### config.mk
export PLATFORM = sky130hd
export DESIGN_NAME = gpr_mp_sb
export DESIGN_NICKNAME = d
export VERILOG_FILES = /design/src/rtl/gpr_pkg.sv /design/src/rtl/gpr_wr_select.sv /design/src/rtl/gpr_mp_sb.sv
export SDC_FILE = /design/constraint.sdc
export NUM_CORES = 2
export LEC_CHECK = 0
export CELL_PAD_IN_SITES_DETAIL_PLACEMENT = 0
export CELL_PAD_IN_SITES_GLOBAL_PLACEMENT = 1
export CORE_MARGIN = 2
export CORE_UTILIZATION = 31
export CTS_BUF_LIST = sky130_fd_sc_hd__clkbuf_2 sky130_fd_sc_hd__clkbuf_4 sky130_fd_sc_hd__clkbuf_8
export CTS_CLUSTER_DIAMETER = 80
export DETAILED_ROUTE_END_ITERATION = 6
export PLACE_DENSITY_LB_ADDON = 0.15
export SLEW_MARGIN = 0
export SYNTH_ARGS = -nofsm -noshare
export SYNTH_HDL_FRONTEND = slang
export SYNTH_SLANG_ARGS = --single-unit
### constraint.sdc
create_clock -name clk -period 6.7 [get_ports clk]
set_input_delay 1.675 -clock clk [delete_from_list [all_inputs] [get_ports clk]]
set_output_delay 1.675 -clock clk [all_outputs]
set_load 0.02 [all_outputs]
### src/rtl/gpr_pkg.sv
// Shared constants and helpers for the multi-port GPR file with scoreboard.
package gpr_pkg;

  // Default register geometry for the MIPS datapath.
  localparam int N_DEF    = 32;
  localparam int NREG_DEF = 32;

  // Index of the hardwired-zero register.
  localparam int REG_ZERO = 0;

  // Width needed to hold a count of 0..nreg busy registers.
  function automatic int cnt_width(input int nreg);
    return $clog2(nreg + 1);
  endfunction

endpackage

### src/rtl/gpr_wr_select.sv
// Per-register write-port arbiter: the highest-index port that targets
// REG_IDX wins. One instance per register feeds both the storage update
// and the read bypass path, so the two can never disagree on the winner.
module gpr_wr_select
  import gpr_pkg::*;
#(
  parameter int N       = N_DEF,
  parameter int K       = 5,
  parameter int NWR     = 2,
  parameter int REG_IDX = 1
) (
  input  logic [NWR-1:0]   i_wren,
  input  logic [NWR*K-1:0] i_wr_addr,
  input  logic [NWR*N-1:0] i_wr_data,
  output logic             o_we,
  output logic [N-1:0]     o_data
);

  logic [NWR-1:0] w_hit;
  logic           w_we;
  logic [N-1:0]   w_data;

  // Flag every port whose enabled write targets this register.
  always_comb begin
    w_hit = '0;
    for (int j = 0; j < NWR; j++) begin
      w_hit[j] = i_wren[j] && (i_wr_addr[j*K +: K] == K'(REG_IDX));
    end
  end

  // Scan low to high so a later (higher-index) hit overrides earlier ones.
  always_comb begin
    w_we   = 1'b0;
    w_data = '0;
    for (int j = 0; j < NWR; j++) begin
      if (w_hit[j]) begin
        w_we   = 1'b1;
        w_data = i_wr_data[j*N +: N];
      end else begin
        w_we   = w_we;
        w_data = w_data;
      end
    end
  end

  assign o_we   = w_we;
  assign o_data = w_data;

endmodule

### src/rtl/gpr_mp_sb.sv
// Multi-port GPR file with write-to-read bypass and a per-register busy
// scoreboard. Decode reads operands plus hazard flags; writeback ports
// retire results and clear the matching busy bits.
module gpr_mp_sb
  import gpr_pkg::*;
#(
  parameter int N      = N_DEF,
  parameter int NREG   = NREG_DEF,
  parameter int K      = $clog2(NREG),
  parameter int NRD    = 2,
  parameter int NWR    = 2,
  parameter int BYPASS = 1
) (
  input  logic                         clk,
  input  logic                         rst,
  input  logic [NWR-1:0]               wren,
  input  logic [NWR*K-1:0]             wr_addr,
  input  logic [NWR*N-1:0]             wr_data,
  input  logic [NRD*K-1:0]             rd_addr,
  output logic [NRD*N-1:0]             rd_data,
  output logic [NRD-1:0]               rd_busy,
  input  logic                         issue_en,
  input  logic [K-1:0]                 issue_addr,
  input  logic                         flush,
  output logic                         issue_stall,
  output logic [cnt_width(NREG)-1:0]   busy_cnt
);

  localparam int CW = cnt_width(NREG);

  // Architectural state.
  logic [N-1:0]    r_regs [NREG];
  logic [NREG-1:0] r_busy;

  // Resolved per-register write enables/data and next busy vector.
  logic [NREG-1:0] w_we;
  logic [N-1:0]    w_wdata [NREG];
  logic [NREG-1:0] w_busy_nxt;
  logic [K-1:0]    w_ra [NRD];

  // Register 0 never takes a write, so it never bypasses or clears busy.
  assign w_we[0]    = 1'b0;
  assign w_wdata[0] = '0;

  generate
    for (genvar g = 1; g < NREG; g++) begin : g_sel
      gpr_wr_select #(
        .N       (N),
        .K       (K),
        .NWR     (NWR),
        .REG_IDX (g)
      ) u_sel (
        .i_wren    (wren),
        .i_wr_addr (wr_addr),
        .i_wr_data (wr_data),
        .o_we      (w_we[g]),
        .o_data    (w_wdata[g])
      );
    end

    for (genvar i = 0; i < NRD; i++) begin : g_ra
      assign w_ra[i] = rd_addr[i*K +: K];
    end
  endgenerate

  // Storage update: load each register from its winning write port.
  always_ff @(posedge clk or negedge rst) begin
    if (!rst) begin
      for (int r = 0; r < NREG; r++) begin
        r_regs[r] <= '0;
      end
    end else begin
      r_regs[0] <= '0;
      for (int r = 1; r < NREG; r++) begin
        if (w_we[r]) begin
          r_regs[r] <= w_wdata[r];
        end
      end
    end
  end

  // Busy next state: new issue beats flush, flush beats writeback clear.
  always_comb begin
    w_busy_nxt = r_busy;
    for (int r = 0; r < NREG; r++) begin
      if (r == REG_ZERO) begin
        w_busy_nxt[r] = 1'b0;
      end else if (issue_en && (issue_addr == K'(r))) begin
        w_busy_nxt[r] = 1'b1;
      end else if (flush) begin
        w_busy_nxt[r] = 1'b0;
      end else if (w_we[r]) begin
        w_busy_nxt[r] = 1'b0;
      end else begin
        w_busy_nxt[r] = r_busy[r];
      end
    end
  end

  // Busy scoreboard register.
  always_ff @(posedge clk or negedge rst) begin
    if (!rst) begin
      r_busy <= '0;
    end else begin
      r_busy <= w_busy_nxt;
    end
  end

  // Read ports: forward same-cycle write data (if enabled) else stored value;
  // a forwarded operand is no longer waiting on its producer.
  always_comb begin
    rd_data = '0;
    rd_busy = '0;
    for (int i = 0; i < NRD; i++) begin
      if (!rst) begin
        rd_data[i*N +: N] = '0;
        rd_busy[i]        = 1'b0;
      end else if ((BYPASS != 0) && w_we[w_ra[i]]) begin
        rd_data[i*N +: N] = w_wdata[w_ra[i]];
        rd_busy[i]        = 1'b0;
      end else begin
        rd_data[i*N +: N] = r_regs[w_ra[i]];
        rd_busy[i]        = r_busy[w_ra[i]];
      end
    end
  end

  // WAW hint: destination still busy and not being retired or squashed now.
  always_comb begin
    if (!rst) begin
      issue_stall = 1'b0;
    end else begin
      issue_stall = issue_en
                 && (issue_addr != K'(REG_ZERO))
                 && r_busy[issue_addr]
                 && !w_we[issue_addr]
                 && !flush;
    end
  end

  // Population count of the registered busy vector.
  always_comb begin
    busy_cnt = '0;
    for (int r = 0; r < NREG; r++) begin
      busy_cnt = busy_cnt + CW'(r_busy[r]);
    end
  end

endmodule

# After elaboration in Yosys (flattened, before gate mapping)
# Index checks and enable logic that the tools add are counted.
# word_totals
reg_bits,1023
in_bits,95
wordCells,573
# classes
add_sub_neg,30
magnitude_cmp,5
eq_ne,93
n_mux,250
bitwise_logic,2
reduce_logical,131
# ops
operator,n
two-way mux 32 bit,74
binary-select mux 32 bit (select 5 bit),4
"equality test 5 bit, second input constant",48
two-way mux 1 bit,166
adder 6 x 1 -> 6 bit,25
"equality test 5 x 4 -> 1 bit, second input constant",24
logical AND 1 bit,97
nonzero test 3 bit,31
"equality test 5 x 3 -> 1 bit, second input constant",12
binary-select mux 1 bit (select 5 bit),6
"equality test 5 x 2 -> 1 bit, second input constant",6
"less-than comparator 5 x 6 -> 1 bit, second input constant",3
"equality test 5 x 1 -> 1 bit, second input constant",3
">= comparator 6 bit, second input constant",2
inverter 5 -> 6 bit,2
adder 5 x 1 -> 6 bit,1
adder 4 x 1 -> 5 bit,1
nonzero test 5 bit,1
adder 3 x 1 -> 4 bit,1
adder 2 x 1 -> 3 bit,1
adder 1 x 1 -> 2 bit,1
zero test 1 bit,2

# Logic depth before layout (Yosys ltp)
# logic_depth
ltp_word,30
mapped_depth,15
mapped_depth_nobuf,15

# Hierarchy
# A second synthesis with hierarchy kept.
# hier_totals
cells_unflattened,7963
area_unflattened_um2,96231.0
# modules_own_cells
module,instances,cells_each,area_per_inst_um2,seq_area_each_um2
gpr_mp_sb,1,5519,72683.5,25599.6
gpr_wr_select (g_sel[21].u_sel ...),5,78,683.2,0.0
gpr_wr_select (g_sel[1].u_sel ...),4,79,793.3,0.0
gpr_wr_select (g_sel[10].u_sel ...),4,79,784.5,0.0
gpr_wr_select (g_sel[17].u_sel ...),3,79,788.3,0.0
gpr_wr_select (g_sel[23].u_sel ...),2,79,854.6,0.0
gpr_wr_select (g_sel[4].u_sel ...),2,79,807.0,0.0
gpr_wr_select (g_sel[11].u_sel ...),2,79,779.5,0.0
gpr_wr_select (g_sel[13].u_sel ...),2,78,685.7,0.0
gpr_wr_select (g_sel[29].u_sel ...),2,78,665.6,0.0
gpr_wr_select (g_sel[31].u_sel),1,79,834.6,0.0
gpr_wr_select (g_sel[12].u_sel),1,80,792.0,0.0
gpr_wr_select (g_sel[19].u_sel),1,79,775.7,0.0
gpr_wr_select (g_sel[16].u_sel),1,79,772.0,0.0
gpr_wr_select (g_sel[15].u_sel),1,82,696.9,0.0

# Worst setup path after synthesis
# No wires, ideal clock.
# synth_timing
kind,reg-to-output
start,reg r_busy[24]
end,out busy_cnt[4]
arrival_time_ps,4881
required_time_ps,5025
setup_slack_ps,144
stages_incl_launch_ff,16
path_cell_list,dfrtp_1 > fa_1 > fa_1 > inv_1 > fa_1 > inv_1 > fa_1 > fa_1 > inv_1 > fa_1 > inv_1 > fa_1 > fa_1 > a21o_1 > a21oi_1 > xnor2_1
# synth_between
elab_chain_cells,8
# synth_rtl
element,line_no,text
from (decl),gpr_mp_sb.sv:33,logic [NREG-1:0] r_busy;
from (signal assigned),gpr_mp_sb.sv:105,r_busy <= w_busy_nxt;
adder 6 x 1 -> 6 bit (8 in series),gpr_mp_sb.sv:145,busy_cnt = busy_cnt + CW'(r_busy[r]);
to (decl),gpr_mp_sb.sv:26,output logic [cnt_width(NREG)-1:0] busy_cnt
# Every way passes these cells.

# Final worst setup path
# layout_timing
start,reg r_busy[4]
end,out busy_cnt[4]
# layout_between
elab_chain_cells,28
# layout_rtl
element,line_no
adder 3 x 1 -> 4 bit,gpr_mp_sb.sv:145
adder 4 x 1 -> 5 bit,gpr_mp_sb.sv:145
adder 5 x 1 -> 6 bit,gpr_mp_sb.sv:145
adder 6 x 1 -> 6 bit (25 in series),gpr_mp_sb.sv:145
# Every way passes these cells.

==> metrics.csv <==
metric;value;unit
run_status;finished, violations left;
violations;design-rule violations, negative setup slack;
cts_hold_buffers;0;
cts.sinks;1023;
min_period_over_period;115;%
area_growth;37.7;%
vias;97570;
syn_avg_cell_area;9.46;um^2
cap_violations;0;
wl_met2;257;mm
rr_endpoint;r_busy[28];
irDropWorstVdd;0.160;mV
hold_path.class;reg2reg;
rr_worst_depth;5;
synth_area_leaders;dfrtp_1 (30%), mux4_2 (25%), nand2_1 (8.6%);
post_drt_via_cell_ratio;6.72;
ff2ff_setup_slack;5640;ps
synth_most_common_cell;nand2_1;
seq_area;0.0256;mm^2
rsz0062_at_grt;true;
timing.rr.start;r_busy[28];
syn_nets;9021;
wl_met1;237;mm
power_leakage;0.0497;uW
crit_path_end_kind;output port;
wl_met3;77.7;mm
fin_skew;0;ps
clkTransAtPathRegs;60;ps
grt_pass1_vias;93581;
setup_viol;12;
root_buffer;clkbuf_8;
power_density;210;mW/mm^2
dr.pass1.iters;7;
synth_top_cell_area_share;30.4;%
die_y;525;um
yosys_warnings;0;
critPathLaunchType;register;
antenna_found_initial;77;
placedInstanceArea;0.107;mm^2
ant_nets;0;
gp_congestion;1.02;
cts_buffers;219;
power;24400;uW
clk-insertion-delay-late;1050;ps
die_w;525;um
die_area;0.276;mm^2
yosys_register_bits;1023;
dp_cells;13930;
stdcell_area;0.116;mm^2
drc;6;
crit_chain;inv_2 > fa_1 > inv_2 > fa_1 > fa_1 > fa_1 > fa_1 > inv_2 > fa_1 > inv_2 > fa_2 > fa_2 > a21o_1 > a21oi_2 > xnor2_1 > buf_4;
grt-ovfl-total;0;
cts_tree;done;
slowest_stage;fa_1;
slowest_delay;580;ps
synth_area;0.0841;mm^2
ys_seq_area_share;30.4;%
hold_viol;0;
hpwl;442;mm
synth_common_cells;nand2_1 (1935), dfrtp_1 (1023), mux4_2 (935);
tns;-4840;ps
setup_ws;-1030;ps
synth_top_area_cell;dfrtp_1;
fin_nets;10856;
port_buffers;167;
cts_max_level;4;
async_reset_ff_share;100;%
syn_inst;8896;
crit_type;reg2out;
holdCritStartpoint;r_regs[627];
top_layer;met5;
worstPathRequired;5030;ps
critPathArrivalTime;6060;ps
rows;191;
drv_slew;0;
wirelength;631;mm
yosysUniqueCellTypes;93;
initial_core_util;31.1;%
synth_edf_count;0;
slew_headroom;4.25;%
max_freq;129;MHz
holdPathStages;2;
core;0.270;mm^2
wire_per_inst;43.4;um
clockBufferDepth;4;
io_pins;168;
drt_iter0_markers;15292;
min_to;r_regs[627];
path_common_cell;fa_1;
worst_pin_slew;1430;ps
n_fill_cell;26361;
drive_gt1_share;39.3;%
period_minus_slack;7730;ps
multi_input_area;0.0555;mm^2
stdcell_count;14516;
cp_max_fo;2;
track_usage;44.4;%
synthFlopType;dfrtp_1;
grt_max_degree;131;
grt_pass1_wl;836;mm
-- cells by family after synthesis --
logic type / count (synthesis) / synth area share (%)
AO/OA/AOI/OAI: 2441 / 19.0
XOR/XNOR: 8 / 0.0833
adder cells (fa/ha/maj): 30 / 0.651
buffers and inverters: 1109 / 5.48
flip-flops: 1023 / 30.4
multiplexers: 1252 / 28.9
AND/OR/NAND/NOR: 3033 / 15.5
-- worst max-delay path by stage --
stage	start	to	slack, ps
2_1_floorplan	r_busy[24]	busy_cnt[4]	140
3_3_place_gp	wr_addr[4]	rd_data[27]	-760
3_5_place_dp	wr_addr[4]	rd_data[27]	-810
4_1_cts	r_busy[4]	busy_cnt[4]	-1100
5_1_grt	r_busy[24]	busy_cnt[4]	-1180
6_report	r_busy[4]	busy_cnt[4]	-1030
-- per-stage QoR --
step | util [%] | setup slack, ps | hold WS, ps
2_1_floorplan | - | 144 | 457
3_3_place_gp | 39.8 | -757 | 468
3_5_place_dp | 39.8 | -808 | 478
4_1_cts | 42.4 | -1100 | 492
5_1_grt | 42.8 | -1180 | 510
6_report | 42.9 | -1030 | 492
-- per-layer routing --
layer / vias up / GRT usage [%]
met5: - / 0.398
met4: 40 / 34.1
met3: 2028 / 14.5
met2: 7952 / 62.5
met1: 49881 / 56.0
li1: 37669 / -
-- placed cells by master (no fill, tap or decap), types with 21 or more instances in the layout --
cell type           n
buf_8              30
o211ai_1           57
a22oi_1            60
buf_6              78
o21ai_0           203
nand2_1          1932
mux2i_1           270
dfrtp_1          1023
clkbuf_4           60
a221oi_1           37
clkdlybuf4s50_1    71
a21oi_2            35
nand3b_1           56
a22o_1             21
mux2_2             45
clkinv_2           22
nor3_1            396
a22oi_2            34
o31a_1             45
clkbuf_8          293
o22ai_1            79
nand3_1           175
diode_2            42
fa_1               21
a21o_1            168
a21oi_1           845
buf_4            2142
nor2_1            227
a211oi_2           27
a211oi_1          334
o31ai_1           185
o311ai_0           55
inv_1              51
nor2_4             44
o221ai_1           28
buf_12            296
mux4_2            935
-- flip-flops by register name, indices dropped and copies added, names as in the netlist --
signal / flops
r_busy: 31
r_regs: 992
-- critical path, delay by kind of cell, from the launching register on --
family          cells  cell delay, ps
compound gates      2             310
fa+ha+maj           8            3830
buf+inv             5             360
flops               1             360
xor+xnor            1             140
-- where the power goes --
part | internal, uW | switching [uW] | total, uW | leakage [uW]
clock network | 4480 | 3480 | 7950 | 0.00260
registers | 7640 | 1190 | 8830 | 0.0130
logic | 3470 | 4110 | 7580 | 0.0341
-- cell type report --
type	count	share of cell area, %
sequential	1023	22.1
antenna	42	0.0907
clock buffer	352	3.86
multi-input combinational	6764	47.9
tap	3570	3.86
timing repair buffer	2658	21.5
inverter	65	0.239
clock inverter	42	0.381
-- repair_timing --
item | CTS | global route
resized for setup | 309 | 140
gates cloned | 14 | 4
pin swaps | 97 | 65
endpoints found under the setup margin | 72 | 66
buffers inserted | 96 | 54
Note: power is estimated with default switching activity, not from simulation.
